<file path="src/rtl/priority_code_fifo.sv">
// Change-triggered FIFO for a 2-bit priority-encoder code {W,Y}.
// Define PRIORITY_CODE_FIFO_TIMESTAMP_EN to add an 8-bit push timestamp (out_stamp) per entry.
module priority_code_fifo #(
  parameter int DEPTH = 4
) (
  input  logic                     clk,
  input  logic                     rst_n,
  input  logic                     W,
  input  logic                     Y,
  input  logic                     req_any,
  output logic [1:0]               out_code,
  output logic                     out_valid,
  input  logic                     out_ready,
  output logic [$clog2(DEPTH):0]   count,
  output logic                     overflow,
  input  logic                     ovf_clr
`ifdef PRIORITY_CODE_FIFO_TIMESTAMP_EN
  ,
  output logic [7:0]               out_stamp
`endif
);

  localparam int AW = $clog2(DEPTH);
  localparam int CW = AW + 1;
  localparam logic [CW-1:0] FULL_COUNT = CW'(DEPTH);

  logic [1:0]    s_code;
  logic [1:0]    prev_code;
  logic          s_any;
  logic          prev_any;
  logic [AW-1:0] wr_ptr;
  logic [AW-1:0] rd_ptr;
  logic [1:0]    code_mem [DEPTH];
  logic          evt;
  logic          empty;
  logic          full;
  logic          pop;
  logic          push;

  // Two-stage input history: s_* is the current sample, prev_* the one before it.
  always_ff @(posedge clk or negedge rst_n) begin
    if (!rst_n) begin
      s_code    <= 2'b00;
      s_any     <= 1'b0;
      prev_code <= 2'b00;
      prev_any  <= 1'b0;
    end else begin
      s_code    <= {W, Y};
      s_any     <= req_any;
      prev_code <= s_code;
      prev_any  <= s_any;
    end
  end

  assign evt   = s_any && (!prev_any || (s_code != prev_code));
  assign empty = (count == '0);
  assign full  = (count == FULL_COUNT);
  assign pop   = !empty && out_ready;
  assign push  = evt && (!full || pop);

  always_ff @(posedge clk or negedge rst_n) begin
    if (!rst_n) begin
      wr_ptr   <= '0;
      rd_ptr   <= '0;
      count    <= '0;
      overflow <= 1'b0;
    end else begin
      if (push) wr_ptr <= wr_ptr + 1'b1;
      if (pop)  rd_ptr <= rd_ptr + 1'b1;
      if (push && !pop)      count <= count + 1'b1;
      else if (pop && !push) count <= count - 1'b1;
      // A new drop in the same cycle as a clear request keeps the flag set.
      if (evt && full && !pop) overflow <= 1'b1;
      else if (ovf_clr)        overflow <= 1'b0;
    end
  end

  // When full with a simultaneous pop, wr_ptr equals rd_ptr; the head is consumed on the same edge.
  always_ff @(posedge clk) begin
    if (push) code_mem[wr_ptr] <= s_code;
  end

  assign out_valid = !empty;
  assign out_code  = empty ? 2'b00 : code_mem[rd_ptr];

`ifdef PRIORITY_CODE_FIFO_TIMESTAMP_EN
  logic [7:0] stamp_ctr;
  logic [7:0] stamp_mem [DEPTH];

  always_ff @(posedge clk or negedge rst_n) begin
    if (!rst_n) stamp_ctr <= 8'd0;
    else        stamp_ctr <= stamp_ctr + 8'd1;
  end

  always_ff @(posedge clk) begin
    if (push) stamp_mem[wr_ptr] <= stamp_ctr;
  end

  assign out_stamp = empty ? 8'd0 : stamp_mem[rd_ptr];
`endif

endmodule

</file>
<file path="config.mk">
export PLATFORM = sky130hd
export DESIGN_NAME = priority_code_fifo
export DESIGN_NICKNAME = d
export VERILOG_FILES = /design/src/rtl/priority_code_fifo.sv
export SDC_FILE = /design/constraint.sdc
export NUM_CORES = 1
export LEC_CHECK = 0
export CORE_MARGIN = 3
export CORE_UTILIZATION = 55
export CTS_BUF_LIST = sky130_fd_sc_hd__clkbuf_16
export DETAILED_ROUTE_END_ITERATION = 6
export DONT_BUFFER_PORTS = 1
export PLACE_DENSITY = 0.81
export SYNTH_ARGS = -nofsm -noshare
export SYNTH_HDL_FRONTEND = slang
export SYNTH_SLANG_ARGS = --single-unit
</file>
<file path="constraint.sdc">
create_clock -name clk -period 2.7 [get_ports clk]
set_input_delay 0.27 -clock clk [delete_from_list [all_inputs] [get_ports clk]]
set_output_delay 0.27 -clock clk [all_outputs]
set_load 0.005 [all_outputs]
</file>
==> results of run 1 <==
-- stage by stage --
step	hold WS (ns)	setup WS (ns)	instances	cell area, um^2	power [mW]
floorplan	-0.02559	0.6027	60	953.4	0.7659
global placement	-0.02514	0.4079	75	969.7	0.8078
detailed placement	-0.02515	0.3244	75	969.7	0.8159
CTS	0.03853	0.2911	80	1059	1.131
global route	0.03369	0.1680	80	1059	1.199
finish	0.04253	0.3008	80	1059	1.120
-- metal layers --
| layer | vias up | track usage |
|---|---|---|
| met5 | - | 0 |
| met4 | 0 | 0.09677 |
| met3 | 4 | 0.03383 |
| met2 | 10 | 0.1711 |
| met1 | 215 | 0.1802 |
| li1 | 212 | - |
-- worst paths after layout --
| kind | slack, ns | to | cells after the start |
|---|---|---|---|
| min in group asynchronous | 0.48 | wr_ptr[0]$_DFFE_PN0P_ | 1 |
| worst max register to register | 0.30 | count[2]$_DFFE_PN0P_ | 8 |
| worst min register to register | 0.41 | prev_any$_DFF_PN0_ | 0 |
| worst max-delay path | 0.30 | count[2]$_DFFE_PN0P_ | 8 |
| max in group asynchronous | 1.81 | prev_code[0]$_DFF_PN0_ | 1 |
| worst min-delay path | 0.04 | s_code[1]$_DFF_PN0_ | 0 |
-- kinds of logic (layout without fill, tap and decap cells) --
| logic type | after synthesis | in the layout | synth area share |
|---|---|---|---|
| flip-flops | 22 | 22 | 0.6194 |
| AND/OR/NAND/NOR | 12 | 12 | 0.08398 |
| XOR/XNOR | 8 | 8 | 0.07349 |
| adder cells (fa/ha/maj) | 6 | 6 | 0.08662 |
| buffers and inverters | 6 | 10 | 0.02362 |
| multiplexers | 4 | 4 | 0.07479 |
| AO/OA/AOI/OAI | 2 | 2 | 0.03806 |
-- synthesized netlist by cell type --
library cell,count
mux4_2,2
nor2_1,1
and2_2,3
or3_1,1
clkbuf_1,1
edfxtp_1,8
xor2_1,2
a311oi_4,1
dfrtp_1,14
nand3_1,2
mux2_2,1
ha_1,5
nand2_1,1
and2_1,3
nor4b_2,1
inv_1,5
a32o_1,1
xnor2_1,6
fa_1,1
mux2_4,1
-- worst reg2reg max path: cells and delay by family (launching register included) --
family | cells | cell delay [ns]
AOI/OAI and AO/OA | 1 | 0.50
and+or+nand+nor | 1 | 0.13
adders and majority gates | 2 | 0.65
DFF | 1 | 0.45
xor gates and xnor gates | 3 | 0.53
buffers and inverters | 1 | 0.06
-- sequential cells by signal (all words and copies together) (netlist names) --
signal and cells:
rd_ptr 2, s_any 1, count 3, overflow 1, s_code 2, wr_ptr 2, prev_code 2, prev_any 1
code_mem 8
-- placed cells by master, fill, tap and decap left out, drive strengths merged, types with 2 or more instances in the layout --
| master | netlist | final |
|---|---|---|
| and2 | 6 | 6 |
| clkbuf | 1 | 3 |
| dfrtp | 14 | 14 |
| edfxtp | 8 | 8 |
| ha | 5 | 5 |
| inv | 5 | 6 |
| mux2 | 2 | 2 |
| mux4 | 2 | 2 |
| nand3 | 2 | 2 |
| xnor2 | 6 | 6 |
| xor2 | 2 | 2 |
-- power breakdown --
group	switching (mW)	internal (mW)
combinational	0.125	0.170
clock	0.106	0.197
sequential	0.0864	0.436
total	0.317	0.803
-- final cells by class --
| type | instances | area (um^2) | area share |
|---|---|---|---|
| multi-input combinational | 32 | 340.3 | 0.3215 |
| clock inverter | 1 | 3.754 | 0.003546 |
| clock buffer | 3 | 75.07 | 0.07092 |
| sequential | 22 | 590.6 | 0.5579 |
| inverter | 5 | 18.77 | 0.01773 |
| timing repair buffer | 1 | 10.01 | 0.009456 |
| tap | 16 | 20.02 | 0.01891 |
==> impl_metrics.tcl, run 1 <==
set metrics [dict create \
    status "finished, final reports clean" \
    die_w_um 47.64 \
    wl_met3_um 45 \
    cp_max_fo 7 \
    cts-resized-gates 0 \
    die_area_mm2 0.002269 \
    post-route-period-util 0.8886 \
    yosysTopAreaCellShare 0.3675 \
    drt_iter0_markers 6 \
    cp_num_buf_inv 1 \
    crit_family "adder cells" \
    worst_pin_slew_ns 0.6339 \
    synth_cell_types 20 \
    grt_overflow 0 \
    path_class "reg -> reg" \
    ys_ff_latch 22 \
    grt_start_max_net_pins 15 \
    routedWlPerCell_um 15.69 \
    rsz0062_at_grt "false" \
    cpMostUsedCell "xor2_1" \
    via_per_inst 5.513 \
    crit_path_end_kind "flop" \
    finalSetupViolCount 0 \
    antenna_found_initial 0 \
    fin_skew_ns 0.004994 \
    synth_area_um2 953.4 \
    yosysTopAreaCell "dfrtp_1" \
    drtAntennaViolNets 0 \
    crit_start "s_code[0]$_DFF_PN0_" \
    power_density_mw_per_mm2 1058 \
    slew-limit-headroom 0.5760 \
    top_layer_used "met4" \
    final_util 0.6714 \
    htreeDepth 1 \
    wl_met1_um 610 \
    initial_core_util 0.6048 \
    finalHoldViolations 0 \
    max_cap_violations 0 \
    dp_hpwl_um 903.6 \
    cts-root-buf "clkbuf_16" \
    grt_usage 0.1290 \
    cts_buffers 3 \
    cp-start-kind "flop" \
    fmax_mhz 416.8 \
    ys_warn_count 0 \
    total_leakage_power_nw 0.4386 \
    seq_area_frac_synth 0.6194 \
    vias 441 \
    max_stage_delay_ns 0.50 \
    grt_pass1_vias 414 \
    hp-start "W" \
    synth_area_leaders "dfrtp_1, edfxtp_1, ha_1" \
    r2r-start "s_code[0]$_DFF_PN0_" \
    coreArea_mm2 0.001577 \
    clk_pin_slew_ns 0.06 \
    die_height_um 47.64 \
    wl_met2_um 571 \
    drc 0 \
    synth.avg_cell_area_um2 15.89 \
    arrival_ns 2.57 \
    rows 14 \
    final_nets 78 \
    port_buffers 0 \
    n_antenna_cell 0 \
    min_path_type "in -> reg" \
    area_growth_pct 11.02 \
    setup_tns_ns 0 \
    synth_fp_nets 73 \
    place_congestion 0.7160 \
    path_cells "xnor2_1, a311oi_4, ha_1, inv_1, fa_1, xor2_1, nor2_1, xor2_1" \
    drt_wl_total_um 1255 \
    clk_latency_ns 0.25 \
    drv_slew 0 \
    post-cts-setup-buffers 0 \
    period_needed_ns 2.399 \
    cts_hold_buf 1 \
    grt_pass1_wl_um 1876 \
    dr.pass1.iters 3 \
    fillers 104 \
    ir_drop_uv 596.9 \
    worst_ep_required_time_ns 2.87 \
    cpMaxStageDelayCell "a311oi_4" \
    cts_tree "built" \
    cts.sinks 22 \
    ioPinCount 14 \
    drive_above_1_share 0.1875 \
    clockBufferDepth 2 \
    synth_cells 60 \
]
Note: power is estimated with default switching activity, not from simulation.
==> run 2: changes to the inputs <==
- SETUP_SLACK_MARGIN: default -> 0.5
- clock period: 2.7 -> 2.6 ns (I/O delays scaled with it)
==> run 2 against run 1 <==
Worst setup slack improved by 0.26 ns. Clock-buffer cell count did not move. Clock skew fell by 0.00062 ns. Critical endpoint unchanged. Highest routed layer unchanged.
==> impl_metrics.tcl, run 2 (synthesis gave the netlist of run 1 again) <==
set metrics [dict create \
    status "finished, final reports clean" \
    cp_num_buf_inv 1 \
    drt_iter0_markers 15 \
    cts.sinks 22 \
    coreArea_mm2 0.001577 \
    final_cell_mix "dfrtp_1, edfxtp_1, xnor2_1" \
    finalSetupViolCount 0 \
    grt_start_max_net_pins 15 \
    cp_max_fo 6 \
    clk_latency_ns 0.25 \
    place_congestion 0.7215 \
    htreeDepth 1 \
    cts-root-buf "clkbuf_16" \
    path_class "reg -> reg" \
    ir_drop_uv 848.3 \
    n_antenna_cell 0 \
    via_per_inst 5.566 \
    initial_core_util 0.6048 \
    worst_pin_slew_ns 0.6224 \
    fin_skew_ns 0.004370 \
    period_needed_ns 2.042 \
    min_path_type "in -> reg" \
    cpMaxStageDelayCell "dfrtp_2" \
    grt_pass1_wl_um 2090 \
    crit_path_end_kind "flop" \
    dp_hpwl_um 1024 \
    rows 14 \
    setup_tns_ns 0 \
    drive_above_1_share 0.3134 \
    dr.pass1.iters 4 \
    power_density_mw_per_mm2 1097 \
    worstReg2RegEnd "count[2]$_DFFE_PN0P_" \
    finalHoldViolations 0 \
    drc 0 \
    post-route-period-util 0.7855 \
    clk_pin_slew_ns 0.06 \
    crit_start "s_code[1]$_DFF_PN0_" \
    slew-limit-headroom 0.5837 \
    vias 462 \
    crit_family "adder cells" \
    die_height_um 47.64 \
    cts_tree "built" \
    antenna_found_initial 0 \
    max_cap_violations 0 \
    final_nets 81 \
    final_util 0.7040 \
    cts_buffers 3 \
    largestRegisters "code_mem: 8 flops, count: 3 flops" \
    arrival_ns 2.21 \
    clockBufferDepth 2 \
    grt_usage 0.1406 \
    grt_pass1_vias 494 \
    drv_slew 0 \
    fmax_mhz 489.6 \
    cp-start-kind "flop" \
    crit_end "count[2]$_DFFE_PN0P_" \
    cpMostUsedCell "xor2_1" \
    rsz0062_at_grt "true" \
    worst_ep_required_time_ns 2.77 \
    drt_wl_total_um 1394 \
    largest_reg_flops 8 \
    r2r-start "s_code[1]$_DFF_PN0_" \
    path_cells "xnor2_1, a311oi_4, ha_2, inv_1, fa_2, xor2_1, nor2_1, xor2_1" \
    mostFrequentLayoutCell "dfrtp_1" \
    ioPinCount 14 \
    total_leakage_power_nw 0.4542 \
    r2r_slack_ns 0.56 \
    grt_overflow 0 \
    routedWlPerCell_um 16.80 \
    drtAntennaViolNets 0 \
    max_stage_delay_ns 0.45 \
    area_growth_pct 16.40 \
    worst-path-stages 8 \
    reg2reg_depth 8 \
    die_w_um 47.64 \
    port_buffers 0 \
    die_area_mm2 0.002269 \
    top_register "code_mem" \
]
run 2: layer usage:
metal / track usage / vias to the layer above / wire length [um]
met3: 0.03383 / 2 / 50
met2: 0.2513 / 10 / 746
met5: 0 / - / 0
met1: 0.1570 / 232 / 578
met4: 0.06452 / 0 / 19
li1: - / 218 / -
run 2: repair_timing:
action	CTS	global route
pin swaps	3	3
cloned	0	0
gates resized for setup	7	1
endpoints found under the hold margin	14	0
hold buffers	1	0
endpoints found under the setup margin	2	2
setup buffers	1	2
run 2: area by class of cell:
cell class	instances	area [um^2]
repair buffers	4	32.53
multi-input cells	32	366.6
clock inverters	1	3.754
well taps	16	20.02
fillers	108	466.7
clock buffers	3	75.07
inverters	5	18.77
flip-flops and latches	22	593.1
run 2: worst min-delay path by stage:
stage | startpoint | end | depth (start not counted)
2_1_floorplan | rst_n | count[0]$_DFFE_PN0P_ | 0
3_3_place_gp | rst_n | rd_ptr[1]$_DFFE_PN0N_ | 0
3_5_place_dp | rst_n | wr_ptr[0]$_DFFE_PN0P_ | 0
4_1_cts | req_any | s_any$_DFF_PN0_ | 0
5_1_grt | req_any | s_any$_DFF_PN0_ | 0
6_report | req_any | s_any$_DFF_PN0_ | 0
run 2: report_power, final:
part           switching [mW]  internal (mW)  total (mW)  leakage (nW)
combinational           0.145          0.204       0.349         0.179
sequential              0.102          0.454       0.556         0.237
clock                   0.107          0.204       0.312        0.0385
run 2: per-stage QoR:
step / hold WS [ns] / cell area, um^2 / instances / setup slack [ns] / total power [mW]
final: 0.03699 / 1110 / 83 / 0.5576 / 1.217
after global routing: 0.02633 / 1110 / 83 / 0.4939 / 1.298
after CTS: 0.03402 / 1094 / 81 / 0.5093 / 1.222
after detailed placement: -0.03523 / 969.7 / 75 / 0.2977 / 0.8629
after global placement: -0.03512 / 969.7 / 75 / 0.3846 / 0.8437
after floorplan: -0.03559 / 953.4 / 60 / 0.5027 / 0.7953
==> run 3: changes to the inputs <==
- ABC_AREA: default -> 1
- clock period: 2.6 -> 2.03 ns (I/O delays scaled with it)
==> run 3 against run 2 <==
Sequential share of layout area is 6.0 points lower. Cell count is 57% higher. Global-route usage is 1.9 points higher. Die area is 3.4% higher. Sequential power is 26% higher. Design area is 13% higher. Synthesized area is 3.9% higher. Critical endpoint is now count[1]$_DFFE_PN0P_. Largest power group unchanged. Highest routed layer unchanged.
==> impl_metrics.tcl, run 3 <==
set metrics [dict create \
    slew-limit-headroom 0.5924 \
    path_cells "nor2_4, nand2_4, nand3_4, inv_4, ha_4, inv_2, fa_2, mux2_4" \
    drtAntennaViolNets 0 \
    path_class "reg -> reg" \
    rsz0062_at_grt "true" \
    dr.pass1.iters 4 \
    top_register "code_mem" \
    grt_start_max_net_pins 15 \
    arrival_ns 2.02 \
    synth_common_cells "inv_1, dfrtp_1, nor2_1" \
    period_needed_ns 1.885 \
    initial_core_util 0.6217 \
    die_area_mm2 0.002347 \
    synth_cell_types 21 \
    power_density_mw_per_mm2 1327 \
    synth_flop_cell "dfrtp_1" \
    post-route-period-util 0.9285 \
    synth.avg_cell_area_um2 11.13 \
    clockBufferDepth 2 \
    coreArea_mm2 0.001594 \
    via_per_inst 5.054 \
    cts.sinks 22 \
    grt_overflow 0 \
    die_height_um 48.45 \
    clk_latency_ns 0.25 \
    total_leakage_power_nw 0.5698 \
    finalHoldViolations 0 \
    place_ws_ns 0.03389 \
    place_congestion 0.7482 \
    synth-async-reset-ratio 0.6364 \
    drt_iter0_markers 9 \
    ys_warn_count 0 \
    synth_area_leaders "dfrtp_1, edfxtp_1, ha_1" \
    drive_above_1_share 0.2925 \
    worst_pin_slew_ns 0.6094 \
    yosysTopAreaCellShare 0.3535 \
    seq_area_frac_synth 0.5960 \
    largest_reg_flops 8 \
    setup_tns_ns 0 \
    htreeDepth 1 \
    routedWlPerCell_um 13.47 \
    area_growth_pct 26.51 \
    worst_ep_required_time_ns 2.16 \
    cpMaxStageDelayCell "dfrtp_2" \
    max_cap_violations 0 \
    cts-root-buf "clkbuf_16" \
    synth_area_um2 991.0 \
    cp-start-kind "flop" \
    cts_tree "built" \
    clk_pin_slew_ns 0.06 \
    final_nets 120 \
    yosysTopAreaCell "dfrtp_1" \
    synth.most_common_cell "inv_1" \
    grt_pass1_vias 662 \
    cp_num_buf_inv 2 \
    ys_ff_latch 22 \
    mostFrequentLayoutCell "nor2_1" \
    final_cell_mix "nor2_1, inv_1, dfrtp_1" \
    grt_pass1_wl_um 2946 \
    finalSetupViolCount 0 \
    drv_slew 0 \
    ioPinCount 14 \
    drt_wl_total_um 1751 \
    crit_family "adder cells" \
    n_antenna_cell 0 \
    status "finished, final reports clean" \
    fin_ws_ns 0.1451 \
    r2r-start "count[0]$_DFFE_PN0P_" \
    cp_max_fo 4 \
    crit_path_end_kind "flop" \
    die_w_um 48.45 \
    cts_buffers 3 \
    vias 657 \
    fin_skew_ns 0.004649 \
    drc 0 \
    port_buffers 0 \
    fmax_mhz 530.5 \
    antenna_found_initial 0 \
    worst-path-stages 8 \
    largestRegisters "code_mem: 8 flops, count: 3 flops" \
    reg2reg_depth 8 \
    ir_drop_uv 1190 \
    min_path_type "in -> reg" \
    synth_cells 89 \
    crit_start "count[0]$_DFFE_PN0P_" \
    hp-start "out_ready" \
    dp_hpwl_um 1078 \
    max_stage_delay_ns 0.46 \
    grt_usage 0.1599 \
    synth_fp_nets 102 \
    synth_edf_count 8 \
    rows 14 \
    min_delay_path_depth 2 \
]
==> run 3: cell types whose count changed after synthesis, sizes merged, moves of 2 or more <==
cell | before | now
and2 | 6 | 0
inv | 5 | 15
nand4 | 0 | 2
mux4 | 2 | 0
nand2 | 1 | 9
xnor2 | 6 | 2
a21oi | 0 | 5
o21ai | 0 | 6
nor2 | 1 | 16
==> run 3: what timing repair did <==
action | CTS | global route
hold endpoints to repair | 17 | 0
endpoints found under the setup margin | 3 | 2
resized for setup | 6 | 4
buffers inserted | 4 | 3
hold buffers | 4 | 0
pin swaps | 5 | 2
cloned | 0 | 0
==> run 3: power breakdown <==
group	switching [mW]	internal (mW)
sequential	0.122	0.578
combinational	0.311	0.255
clock	0.136	0.262
==> run 3: path summary, 6_finish.rpt <==
kind                            slack, ns                     to
min in group asynchronous            0.41  rd_ptr[1]$_DFFE_PN0N_
worst max-delay path                 0.15   count[1]$_DFFE_PN0P_
max in group asynchronous            1.19    s_code[1]$_DFF_PN0_
worst max register to register       0.15   count[1]$_DFFE_PN0P_
worst min register to register       0.51     prev_any$_DFF_PN0_
worst min-delay path                 0.11  rd_ptr[0]$_DFFE_PN0N_
==> run 3: cell type report <==
type,count,area (um^2)
inverters,15,58.81
fillers,96,340.3
clock buffers,3,75.07
flip-flops and latches,22,594.3
repair buffers,13,107.6
well taps,24,30.03
clock inverters,1,3.754
multi-input cells,52,384.1
==> run 3: cell families (layout without fill, tap and decap cells) <==
kind of cell,after synthesis,after routing,synth area share
AO/OA/AOI/OAI,11,11,0.05554
flip-flops,22,22,0.5960
XOR/XNOR,4,4,0.03536
AND/OR/NAND/NOR,30,30,0.1616
adder cells (fa/ha/maj),6,6,0.08333
buffers and inverters,15,32,0.05681
multiplexers,1,1,0.01136
==> run 3: stage by stage <==
step,cell area [um^2],total power [mW],hold WS (ns),cells,util
detailed placement,1049,1.147,-0.09212,115,0.6578
finish,1254,1.664,0.1075,130,0.7865
floorplan,1003,1.047,-0.09259,89,-
CTS,1215,1.602,0.1099,127,0.7622
global placement,1049,1.120,-0.09211,115,0.6578
global route,1254,1.783,0.1373,130,0.7865
==> run 3: metal layers <==
layer  wire, um  global-route usage
met1        697              0.1811
met2        942              0.2982
met3         85             0.05828
met4         25             0.01422
met5          0                   0
==> run 3: worst reg2reg max path, delay by kind of cell (launching register included) <==
kind	cells	cell delay, ns
buf+inv	2	0.10
simple gates	3	0.36
mux	1	0.28
fa+ha+maj	2	0.59
flops	1	0.46
